[src/rtl/uart_pkg.sv]
// Shared UART definitions: receiver state encoding and parity polarity
// common to the RX deserializer and the TX serializer.
package uart_pkg;

  typedef enum logic [2:0] {
    IDLE      = 3'd0,
    START     = 3'd1,
    DATA      = 3'd2,
    PARITY    = 3'd3,
    STOP      = 3'd4,
    WAIT_HIGH = 3'd5
  } rx_state_e;

  // 1 = odd parity: data bits plus parity bit carry an odd number of ones.
  localparam logic PARITY_ODD = 1'b1;

endpackage

[src/rtl/sync_2ff.sv]
// Two-flop synchronizer for asynchronous inputs; RST_VAL sets the
// reset value so an idle-high line does not look like activity out of reset.
module sync_2ff #(
  parameter int unsigned WIDTH = 1,
  parameter logic [WIDTH-1:0] RST_VAL = '0
) (
  input  logic             i_clk,
  input  logic             i_rst_n,
  input  logic [WIDTH-1:0] d,
  output logic [WIDTH-1:0] q
);

  logic [WIDTH-1:0] meta;

  always_ff @(posedge i_clk or negedge i_rst_n) begin
    if (!i_rst_n) begin
      meta <= RST_VAL;
      q    <= RST_VAL;
    end else begin
      meta <= d;
      q    <= meta;
    end
  end

endmodule

[src/rtl/uart_rx_deser.sv]
// UART receive deserializer: mid-bit sampling of a synchronized line,
// LSB-first data, optional odd parity, one stop bit, break detection.
module uart_rx_deser
  import uart_pkg::*;
#(
  parameter int unsigned WORD_WIDTH   = 8,
  parameter int unsigned OVERSAMPLING = 16
) (
  input  logic                  i_clk,
  input  logic                  i_rst_n,
  input  logic                  i_tick,
  input  logic                  i_rxd,
  input  logic                  i_parity,
  output logic [WORD_WIDTH-1:0] o_dout,
  output logic                  o_valid,
  output logic                  o_parity_err,
  output logic                  o_frame_err,
  output logic                  o_break,
  output logic                  o_active
);

  localparam int unsigned TW = $clog2(OVERSAMPLING);
  localparam int unsigned BW = (WORD_WIDTH > 1) ? $clog2(WORD_WIDTH) : 1;
  localparam logic [TW-1:0] HALF_RELOAD = TW'(OVERSAMPLING/2 - 1);
  localparam logic [TW-1:0] FULL_RELOAD = TW'(OVERSAMPLING - 1);
  localparam logic [BW-1:0] LAST_BIT    = BW'(WORD_WIDTH - 1);

  rx_state_e             state;
  logic [TW-1:0]         tick_ctr;
  logic [BW-1:0]         bit_ctr;
  logic [WORD_WIDTH-1:0] shift_reg;
  logic                  par_en;
  logic                  par_bit;
  logic                  rxd_s;
  logic                  mid;
  logic                  par_bad;

  sync_2ff #(.WIDTH(1), .RST_VAL(1'b1)) u_rxd_sync (
    .i_clk   (i_clk),
    .i_rst_n (i_rst_n),
    .d       (i_rxd),
    .q       (rxd_s)
  );

  assign mid      = i_tick && (tick_ctr == '0);
  assign par_bad  = ((^shift_reg) ^ par_bit) != PARITY_ODD;
  assign o_active = (state != IDLE);

  always_ff @(posedge i_clk or negedge i_rst_n) begin
    if (!i_rst_n) begin
      state        <= IDLE;
      tick_ctr     <= '0;
      bit_ctr      <= '0;
      shift_reg    <= '0;
      par_en       <= 1'b0;
      par_bit      <= 1'b0;
      o_dout       <= '0;
      o_valid      <= 1'b0;
      o_parity_err <= 1'b0;
      o_frame_err  <= 1'b0;
      o_break      <= 1'b0;
    end else begin
      o_valid <= 1'b0;
      // Counting only advances on ticks; mid marks the centre of a bit.
      if (i_tick && state != IDLE && state != WAIT_HIGH && tick_ctr != '0)
        tick_ctr <= tick_ctr - 1'b1;
      case (state)
        IDLE: if (i_tick && !rxd_s) begin
          tick_ctr <= HALF_RELOAD;
          par_en   <= i_parity;
          state    <= START;
        end
        START: if (mid) begin
          if (!rxd_s) begin
            tick_ctr <= FULL_RELOAD;
            bit_ctr  <= '0;
            state    <= DATA;
          end else begin
            state <= IDLE;
          end
        end
        DATA: if (mid) begin
          shift_reg <= {rxd_s, shift_reg[WORD_WIDTH-1:1]};
          tick_ctr  <= FULL_RELOAD;
          if (bit_ctr == LAST_BIT) state <= par_en ? PARITY : STOP;
          else                     bit_ctr <= bit_ctr + 1'b1;
        end
        PARITY: if (mid) begin
          par_bit  <= rxd_s;
          tick_ctr <= FULL_RELOAD;
          state    <= STOP;
        end
        STOP: if (mid) begin
          // Leave at mid-stop so the next start edge is caught with drift margin.
          o_valid      <= 1'b1;
          o_dout       <= shift_reg;
          o_parity_err <= par_en & par_bad;
          o_frame_err  <= !rxd_s;
          o_break      <= !rxd_s && (shift_reg == '0) && (!par_en || !par_bit);
          state        <= rxd_s ? IDLE : WAIT_HIGH;
        end
        WAIT_HIGH: if (rxd_s) state <= IDLE;
        default: state <= IDLE;
      endcase
    end
  end

endmodule

[config.mk]
export PLATFORM = sky130hd
export DESIGN_NAME = uart_rx_deser
export DESIGN_NICKNAME = d
export VERILOG_FILES = /design/src/rtl/uart_pkg.sv /design/src/rtl/sync_2ff.sv /design/src/rtl/uart_rx_deser.sv
export SDC_FILE = /design/constraint.sdc
export NUM_CORES = 1
export LEC_CHECK = 0
export ABC_AREA = 1
export BUFFER_PORTS_ARGS = -buffer_cell sky130_fd_sc_hd__buf_2
export CAP_MARGIN = 20
export CORE_MARGIN = 2
export CORE_UTILIZATION = 45
export CTS_BUF_LIST = sky130_fd_sc_hd__clkbuf_8
export CTS_CLUSTER_DIAMETER = 30
export CTS_CLUSTER_SIZE = 24
export DETAILED_ROUTE_END_ITERATION = 8
export PLACE_DENSITY = 0.66
export SLEW_MARGIN = 0
export SYNTH_ARGS = -nofsm -noshare
export SYNTH_HDL_FRONTEND = slang
export SYNTH_SLANG_ARGS = --single-unit
[constraint.sdc]
create_clock -name i_clk -period 1.3 [get_ports i_clk]
set_input_delay 0.065 -clock i_clk [delete_from_list [all_inputs] [get_ports i_clk]]
set_output_delay 0.065 -clock i_clk [all_outputs]
set_load 0.05 [all_outputs]
==> results.md, run 1 <==
- Die area: 4650 µm²
- DR vias/cell: 5.01
- Sink Count: 34
- Drt first pass iters: 4
- Worst-path maximum fanout: 6
- Fin Hold WS: 0.239 ns
- Most frequent cells in the layout: 47 x nand2_1, 37 x buf_4, 29 x dfrtp_1
- Clk root buf: clkbuf_8
- Synth Register Bits: 34
- Worst setup startpoint: state[0]
- Rel. slew slack: 0.704
- FF-to-FF Start: state[0]
- Hold Path Depth: 4
- Initial antenna violation count: 0
- Maximum VDD drop: 987 µV
- TritonCTS clock tree: built
- Initial Util: 0.467
- Tightest Pin Transition: 0.444 ns
- Slew Viols, Final: 0
- Outcome: finished, violations left
- Final Hold Vio Count: 0
- Worst Setup EP: shift_reg[6]
- CP required: 1.52 ns
- Vias in the first global route: 1,491
- Leakage power: 0.00146 µW
- DRT iter0 DRCs: 130
- H-tree levels: 2
- Clock Skew: 0.00538 ns
- DP HPWL: 2.82 mm
- Met2 wire length: 2.64 mm
- Crit path DAT: 1.72 ns
- DRC Markers: 0
- Cell Pwr Density: 2190 nW/µm²
- Met3 Wirelength: 205 µm
- CP Capture Type: flip-flop
- R2r worst-path depth: 8
- Clock transition at path regs: 0.07 ns
- Routed WL: 5.15 mm
- Vias: 1,705
- DRT met1 WL: 2.21 mm
- Fill cells: 262
- Commonest non-fill, non-tap cell in the layout: nand2_1
- Final Critical Period: 1.51 ns
- R2r endpoint: shift_reg[6]
- Io pins: 18
- WL/cell: 15.2 µm
- Antenna cells: 0
- Share of post-route cells with drive strength above 1: 0.514
- First-pass GRT wire length: 6.88 mm
- RSZ-0062 raised after global routing: true
- Synthesized area: 1850 µm²
- Gr usage total: 0.206
- Final net count: 301
- Netlist cell types: 29
- Core area: 3970 µm²
- Violated checks: negative setup slack
- Total congestion overflow: 0
- CP startpoint kind: flip-flop
- Site Rows: 23
- Max Freq: 664 MHz
- Synth Net Count: 224
- P&R area growth vs syn: 55.4%
- Final Core Density: 0.726
- Max clock buf depth: 2
- Final setup viols: 29
- Later-pin clock latency in the skew report: 0.29 ns
- Post-synthesis sequential area ratio: 0.460
- Flop2flop setup slack: -0.21 ns
- Final period util: 1.16
- Max cap viols: 0
- Antenna-violating nets left: 0
- Worst hold path type: in2reg
- Post-Syn Instances: 212
- Routability Congestion: 0.835
- DIE WIDTH: 68.2 µm
- Worst setup margin: -0.207 ns
- Synth Warn #: 0
- Synth Area per Inst: 8.75 µm²
- Die Y: 68.2 µm
- IO buf count: 17
- Top Layer Used: met4
- Cts bufs inserted: 5
- Largest net degree at the start of global routing: 35
- Crit Path Category: reg2reg
[worst min path at each step]
stage          startpoint           to  slack (ns)
6_report           i_tick  tick_ctr[2]        0.24
4_1_cts            i_tick  tick_ctr[2]        0.22
2_1_floorplan     i_rst_n   bit_ctr[0]       -0.23
3_3_place_gp      i_rst_n    o_dout[3]        0.12
3_5_place_dp      i_rst_n   bit_ctr[0]        0.13
5_1_grt            i_tick  tick_ctr[0]        0.28
[final cells by class]
cell class                 instances  area (µm²)  area share
clock inverter                     2        33.8      0.0117
sequential                        34         857       0.297
clock buffer                       6        82.6      0.0287
timing repair buffer              73         614       0.213
multi-input combinational        150        1120       0.390
inverter                          25         106      0.0369
tap                               50        62.6      0.0217
[where the power goes]
group / leakage, µW / switching [µW] / internal [µW] / total [µW]
clock: 0.0000626 / 396 / 617 / 1010
sequential: 0.000407 / 281 / 1370 / 1660
combinational: 0.000988 / 2090 / 1570 / 3650
total: 0.00146 / 2770 / 3560 / 6320
[timing repair]
| action | CTS | global route |
|---|---|---|
| hold buffers | 3 | 0 |
| gates resized for setup | 26 | 51 |
| endpoints found under the setup margin | 28 | 31 |
| pin swaps | 19 | 21 |
| hold endpoints to repair | 34 | 0 |
| setup buffers | 6 | 10 |
| gates cloned | 1 | 1 |
[metrics by stage]
stage | total power, µW | setup slack, ns | instance area [µm²] | instances | TNS [ns]
after floorplan | 3480 | -0.0321 | 1890 | 212 | -0.318
after global routing | 6720 | -0.250 | 2880 | 340 | -4.61
after detailed placement | 4390 | -0.118 | 2300 | 312 | -1.27
after global placement | 4320 | -0.105 | 2300 | 312 | -0.850
after CTS | 5740 | -0.104 | 2580 | 330 | -1.23
final | 6320 | -0.207 | 2880 | 340 | -2.68
[cell families (layout without fill, tap and decap cells)]
| family | count (synthesis) | in the layout | synth area share |
|---|---|---|---|
| XOR/XNOR | 4 | 4 | 0.0189 |
| buffers and inverters | 29 | 106 | 0.0783 |
| AND/OR/NAND/NOR | 111 | 112 | 0.294 |
| AO/OA/AOI/OAI | 27 | 27 | 0.102 |
| flip-flops | 34 | 34 | 0.460 |
| adder cells (fa/ha/maj) | 7 | 7 | 0.0472 |
[Yosys cell counts, drive strengths merged]
master / instances / area (µm²)
a21oi: 1 / 8.76
buf: 4 / 48.8
dfrtp: 32 / 801
dfstp: 2 / 52.6
ha: 7 / 87.6
inv: 25 / 96.4
nand2: 72 / 288
nand3: 16 / 92.6
nand3b: 3 / 22.5
nand4: 3 / 18.8
nor2: 15 / 111
nor3: 1 / 5.00
o211ai: 2 / 15.0
o21ai: 24 / 165
or2: 1 / 6.26
xnor2: 2 / 17.5
xor2: 2 / 17.5
[critical path: stages (launching register included)]
cell and delay [ns]:
dfrtp_2 0.47, buf_6 0.14, buf_6 0.11, nor2_8 0.16, inv_8 0.07, nor2_4 0.19
buf_6 0.15, nand2_2 0.05, o21ai_1 0.08
[routing by layer]
metal / global-route usage / vias up
met2: 0.325 / 37
li1: - / 838
met5: 0 / -
met1: 0.271 / 821
met4: 0.0825 / 0
met3: 0.0493 / 9
(Power assumes the default switching activity.)
==> run 2, diff against run 1 <==
--- a/config.mk
+++ b/config.mk
@@ -7,14 +7,13 @@
 export LEC_CHECK = 0
 export ABC_AREA = 1
 export BUFFER_PORTS_ARGS = -buffer_cell sky130_fd_sc_hd__buf_2
-export CAP_MARGIN = 20
+export CAP_MARGIN = 10
 export CORE_MARGIN = 2
 export CORE_UTILIZATION = 45
 export CTS_BUF_LIST = sky130_fd_sc_hd__clkbuf_8
 export CTS_CLUSTER_DIAMETER = 30
 export CTS_CLUSTER_SIZE = 24
 export DETAILED_ROUTE_END_ITERATION = 8
-export PLACE_DENSITY = 0.66
 export SLEW_MARGIN = 0
 export SYNTH_ARGS = -nofsm -noshare
 export SYNTH_HDL_FRONTEND = slang
==> constraint.sdc (replaced) <==
create_clock -name i_clk -period 1.7 [get_ports i_clk]
set_input_delay 0.085 -clock i_clk [delete_from_list [all_inputs] [get_ports i_clk]]
set_output_delay 0.085 -clock i_clk [all_outputs]
set_load 0.05 [all_outputs]
==> results.md, run 2 (synthesis gave the netlist of run 1 again) <==
- Worst hold path type: in2reg (unchanged)
- Final setup viols: 0 (was 29)
- DR vias/cell: 4.78 (was 5.01)
- Final setup TNS: 0 ns (was -2.68 ns)
- DRT iter0 DRCs: 63 (was 130)
- RSZ-0062 raised after global routing: false (was true)
- Die area: 4650 µm² (unchanged)
- Post-Place Worst Slack: 0.150 ns (was -0.118 ns)
- Cts bufs inserted: 5 (unchanged)
- Site Rows: 23 (unchanged)
- Cell Pwr Density: 1690 nW/µm² (was 2190 nW/µm²)
- DP HPWL: 2.38 mm (was 2.82 mm)
- Initial Util: 0.467 (unchanged)
- Clock Skew: 0.00409 ns (was 0.00538 ns)
- Final net count: 248 (was 301)
- Die Y: 68.2 µm (unchanged)
- Clock transition at path regs: 0.07 ns (about the same)
- Routability Congestion: 0.860 (was 0.835)
- Antenna-violating nets left: 0 (unchanged)
- Routed WL: 3.27 mm (was 5.15 mm)
- Later-pin clock latency in the skew report: 0.29 ns (about the same)
- Gr usage total: 0.170 (was 0.206)
- Share of post-route cells with drive strength above 1: 0.236 (was 0.514)
- DRC Markers: 0 (unchanged)
- Max clock buf depth: 2 (unchanged)
- Core area: 3970 µm² (unchanged)
- Max Freq: 666 MHz (was 664 MHz)
- Most frequent cells in the layout: 67 x nand2_1, 32 x dfrtp_1, 23 x inv_1 (was 47 x nand2_1, 37 x buf_4, 29 x dfrtp_1)
- Antenna cells: 0 (unchanged)
- Final period util: 0.883 (was 1.16)
- Crit Path Category: reg2reg (unchanged)
- Worst-path maximum fanout: 16 (was 6)
- Maximum VDD drop: 1000 µV (was 987 µV)
- Worst path max stage delay: 0.37 ns (was 0.47 ns)
- P&R area growth vs syn: 12.4% (was 55.4%)
- DIE WIDTH: 68.2 µm (unchanged)
- Finished layout cell area: 2080 µm² (was 2880 µm²)
- Io pins: 18 (unchanged)
- Slowest stage cell, crit path: dfrtp_1 (was dfrtp_2)
- Largest net degree at the start of global routing: 35 (unchanged)
- CP startpoint kind: flip-flop (unchanged)
- Crit path DAT: 1.67 ns (was 1.72 ns)
- Total congestion overflow: 0 (unchanged)
- Clk root buf: clkbuf_8 (unchanged)
- Flop2flop setup slack: 0.20 ns (was -0.21 ns)
- Drt first pass iters: 4 (unchanged)
- Final Hold Vio Count: 0 (unchanged)
- Sink Count: 34 (unchanged)
- TritonCTS clock tree: built (unchanged)
- Tightest Pin Transition: 0.738 ns (was 0.444 ns)
- Final Critical Period: 1.50 ns (was 1.51 ns)
- Rel. slew slack: 0.508 (was 0.704)
- Vias in the first global route: 1,374 (was 1,491)
- Placed cell area: 1970 µm² (was 2300 µm²)
- CP required: 1.87 ns (was 1.52 ns)
- IO buf count: 17 (unchanged)
- First-pass GRT wire length: 5.83 mm (was 6.88 mm)
- Max cap viols: 0 (unchanged)
- Pwr Total: 3520 µW (was 6320 µW)
- WL/cell: 11.4 µm (was 15.2 µm)
- Outcome: finished clean (was finished, violations left)
- CP Capture Type: flip-flop (unchanged)
- Initial antenna violation count: 0 (unchanged)
- Crit path cell chain: inv_1, ha_2, nand3_4, buf_4, nor2_8, o21ai_0 (was buf_6, buf_6, nor2_8, inv_8, nor2_4, buf_6, nand2_2, o21ai_1)
- H-tree levels: 2 (unchanged)
- Slew Viols, Final: 0 (unchanged)
- Commonest non-fill, non-tap cell in the layout: nand2_1 (unchanged)
- Vias: 1,372 (was 1,705)
- Leakage power: 0.00112 µW (was 0.00146 µW)
- Worst setup margin: 0.198 ns (was -0.207 ns)
run 2: worst max-delay path, delay by kind of cell, from the launching register on:
| kind | cells | cell delay [ns] |
|---|---|---|
| AOI/OAI and AO/OA | 1 | 0.11 |
| buffers and inverters | 2 | 0.30 |
| and+or+nand+nor | 2 | 0.35 |
| adders and majority gates | 1 | 0.24 |
| DFF | 1 | 0.37 |
run 2: path summary, 6_finish.rpt:
check	startpoint	end	depth (start not counted)
max	tick_ctr[0]	shift_reg[5]	6
min in group asynchronous	i_rst_n	o_dout[3]	2
min reg2reg	u_rxd_sync.meta	u_rxd_sync.q	0
min	i_parity	par_en	3
max reg2reg	tick_ctr[0]	shift_reg[5]	6
max in group asynchronous	i_rst_n	tick_ctr[1]	2
run 2: layout make-up:
type                       count  area, µm²
fill                         379       1890
multi-input combinational    149        858
sequential                    34        853
timing repair buffer          21        120
inverter                      25       98.8
clock buffer                   6       82.6
tap                           50       62.6
clock inverter                 2       8.76
run 2: stage by stage:
| stage | cells | hold WS, ns | util |
|---|---|---|---|
| floorplan | 212 | -0.211 | - |
| global placement | 277 | 0.192 | 0.496 |
| detailed placement | 277 | 0.191 | 0.496 |
| CTS | 287 | 0.0135 | 0.524 |
| global route | 287 | 0.0314 | 0.525 |
| finish | 287 | 0.0205 | 0.525 |
run 2: layer usage:
| layer | wire, µm | vias up | GRT usage |
|---|---|---|---|
| met4 | 63 | 0 | 0.0750 |
| met3 | 119 | 6 | 0.0543 |
| met1 | 1690 | 621 | 0.216 |
| met5 | 0 | - | 0 |
| met2 | 1400 | 20 | 0.266 |
| li1 | - | 725 | - |
run 2: report_power, final:
group	total [µW]	switching [µW]	internal, µW
Sequential	1230	185	1050
Clock	616	295	321
Combinational	1680	1140	540
Total	3520	1620	1910
run 2: what timing repair did:
item                                   4_1_cts  5_1_grt
setup endpoints to repair                    0        7
endpoints found under the hold margin       33        0
resized for setup                            0        3
buffers inserted                             0        0
hold buffers                                 2        0
==> run 3, diff against run 2 <==
--- a/config.mk
+++ b/config.mk
@@ -14,6 +14,7 @@
 export CTS_CLUSTER_DIAMETER = 30
 export CTS_CLUSTER_SIZE = 24
 export DETAILED_ROUTE_END_ITERATION = 8
+export PLACE_DENSITY_LB_ADDON = 0.3
 export SLEW_MARGIN = 0
 export SYNTH_ARGS = -nofsm -noshare
 export SYNTH_HDL_FRONTEND = slang
==> results.md, run 3 (synthesis gave the netlist of run 1 again) <==
- Commonest non-fill, non-tap cell in the layout: nand2_1 (unchanged)
- DIE WIDTH: 68.2 µm (unchanged)
- Finished layout cell area: 2080 µm² (about the same)
- WL/cell: 10.8 µm (was 11.4 µm)
- Max Freq: 649 MHz (was 666 MHz)
- Die area: 4650 µm² (unchanged)
- Min-Delay Endpoint: par_en (unchanged)
- DRC Markers: 0 (unchanged)
- Hold Path Depth: 3 (unchanged)
- Clk root buf: clkbuf_8 (unchanged)
- RSZ-0062 raised after global routing: false (unchanged)
- Worst-path maximum fanout: 5 (was 16)
- Drt first pass iters: 4 (unchanged)
- Die Y: 68.2 µm (unchanged)
- P&R area growth vs syn: 12.0% (was 12.4%)
- Total congestion overflow: 0 (unchanged)
- Final Hold Vio Count: 0 (unchanged)
- Rel. slew slack: 0.517 (was 0.508)
- Antenna cells: 0 (unchanged)
- Clock transition at path regs: 0.07 ns (about the same)
- Antenna-violating nets left: 0 (unchanged)
- Fill cells: 396 (was 379)
- Later-pin clock latency in the skew report: 0.29 ns (about the same)
- Cts bufs inserted: 5 (unchanged)
- Routed WL: 3.09 mm (was 3.27 mm)
- Max cap viols: 0 (unchanged)
- Vias: 1,369 (was 1,372)
- Leakage power: 0.00112 µW (about the same)
- FF-to-FF Start: tick_ctr[0] (unchanged)
- CP Capture Type: flip-flop (unchanged)
- Sink Count: 34 (unchanged)
- Site Rows: 23 (unchanged)
- CP startpoint kind: flip-flop (unchanged)
- Maximum VDD drop: 727 µV (was 1000 µV)
- DP HPWL: 2.29 mm (was 2.38 mm)
- Crit Path Category: reg2reg (unchanged)
- R2r worst-path depth: 10 (was 6)
- DR vias/cell: 4.77 (was 4.78)
- R2r endpoint: bit_ctr[2] (was shift_reg[5])
- Final setup viols: 0 (unchanged)
- Final period util: 0.906 (was 0.883)
- CP required: 1.88 ns (was 1.87 ns)
- Final setup TNS: 0 ns (unchanged)
- First-pass GRT wire length: 5.46 mm (was 5.83 mm)
- Final Critical Period: 1.54 ns (was 1.50 ns)
- Cell Pwr Density: 1660 nW/µm² (was 1690 nW/µm²)
- H-tree levels: 2 (unchanged)
- TritonCTS clock tree: built (unchanged)
- Post-Layout Cell Count: 287 (unchanged)
- Min-Delay Startpoint: i_parity (unchanged)
- Share of post-route cells with drive strength above 1: 0.236 (unchanged)
- Most frequent cells in the layout: 67 x nand2_1, 32 x dfrtp_1, 23 x inv_1 (unchanged)
- Fin Hold WS: 0.0221 ns (was 0.0205 ns)
- Core area: 3970 µm² (unchanged)
- Max clock buf depth: 2 (unchanged)
- Vias in the first global route: 1,218 (was 1,374)
- Worst hold path type: in2reg (unchanged)
- Largest net degree at the start of global routing: 35 (unchanged)
- Final net count: 248 (unchanged)
- Clock Skew: 0.00444 ns (was 0.00409 ns)
- Crit path DAT: 1.72 ns (was 1.67 ns)
- DP Cell Count: 277 (unchanged)
- Slew Viols, Final: 0 (unchanged)
- Flop2flop setup slack: 0.16 ns (was 0.20 ns)
- IO buf count: 17 (unchanged)
- Gr usage total: 0.159 (was 0.170)
- DRT iter0 DRCs: 90 (was 63)
- Tightest Pin Transition: 0.725 ns (was 0.738 ns)
- Io pins: 18 (unchanged)
- Initial Util: 0.467 (unchanged)
- Placed cell area: 1970 µm² (unchanged)
- Initial antenna violation count: 0 (unchanged)
- Routability Congestion: 0.836 (was 0.860)
- Outcome: finished clean (unchanged)
run 3: cell count changes in the layout (fill, tap and decap cells not counted):
cell / before / now
clkbuf_8: 6 / 5
clkinv_4: 0 / 1
inv_2: 1 / 2
inv_4: 2 / 1
run 3: worst max path at each step:
stage	from	end	slack [ns]	cells after the start
after floorplan	tick_ctr[0]	state[1]	0.27	9
after global placement	tick_ctr[0]	o_parity_err	0.16	8
after detailed placement	tick_ctr[0]	bit_ctr[2]	0.13	10
after CTS	tick_ctr[0]	o_parity_err	0.11	8
after global routing	tick_ctr[0]	bit_ctr[1]	0.01	10
final	tick_ctr[0]	bit_ctr[2]	0.16	10
run 3: worst max-delay path, stage by stage (launching register included):
cell	delay [ns]
dfrtp_1	0.38
inv_1	0.11
ha_2	0.24
nand3_4	0.11
buf_4	0.18
nand2_1	0.07
nand2_1	0.05
inv_1	0.11
nand2_2	0.08
nand2_1	0.07
nand2_1	0.04
run 3: final cells by class:
cell class	instances	area [µm²]	area share
multi-input cells	149	858	0.413
flip-flops and latches	34	853	0.411
repair buffers	21	120	0.0578
inverters	25	96.3	0.0464
clock buffers	5	68.8	0.0331
well taps	50	62.6	0.0301
clock inverters	3	17.5	0.00843
run 3: timing repair:
action,CTS,global route
resized for setup,0,1
hold buffers,2,0
setup endpoints to repair,0,5
setup buffers,0,0
endpoints found under the hold margin,33,0
run 3: power by group:
group | total (µW) | switching [µW] | internal, µW
combinational | 1640 | 1110 | 535
sequential | 1220 | 178 | 1040
clock | 580 | 297 | 283
run 3: metal layers:
layer / part of all wire / routed length [µm] / GRT usage
met5: 0 / 0 / 0
met3: 0.039 / 122 / 0.0493
met1: 0.50 / 1540 / 0.211
met2: 0.45 / 1390 / 0.239
met4: 0.013 / 41 / 0.0675
run 3: through the flow:
step | power (µW) | utilization | worst slack, ns
after global routing | 3740 | 0.523 | 0.0134
after detailed placement | 2900 | 0.496 | 0.128
after CTS | 3490 | 0.522 | 0.114
final | 3450 | 0.523 | 0.159
after floorplan | 2590 | - | 0.266
after global placement | 2870 | 0.496 | 0.164
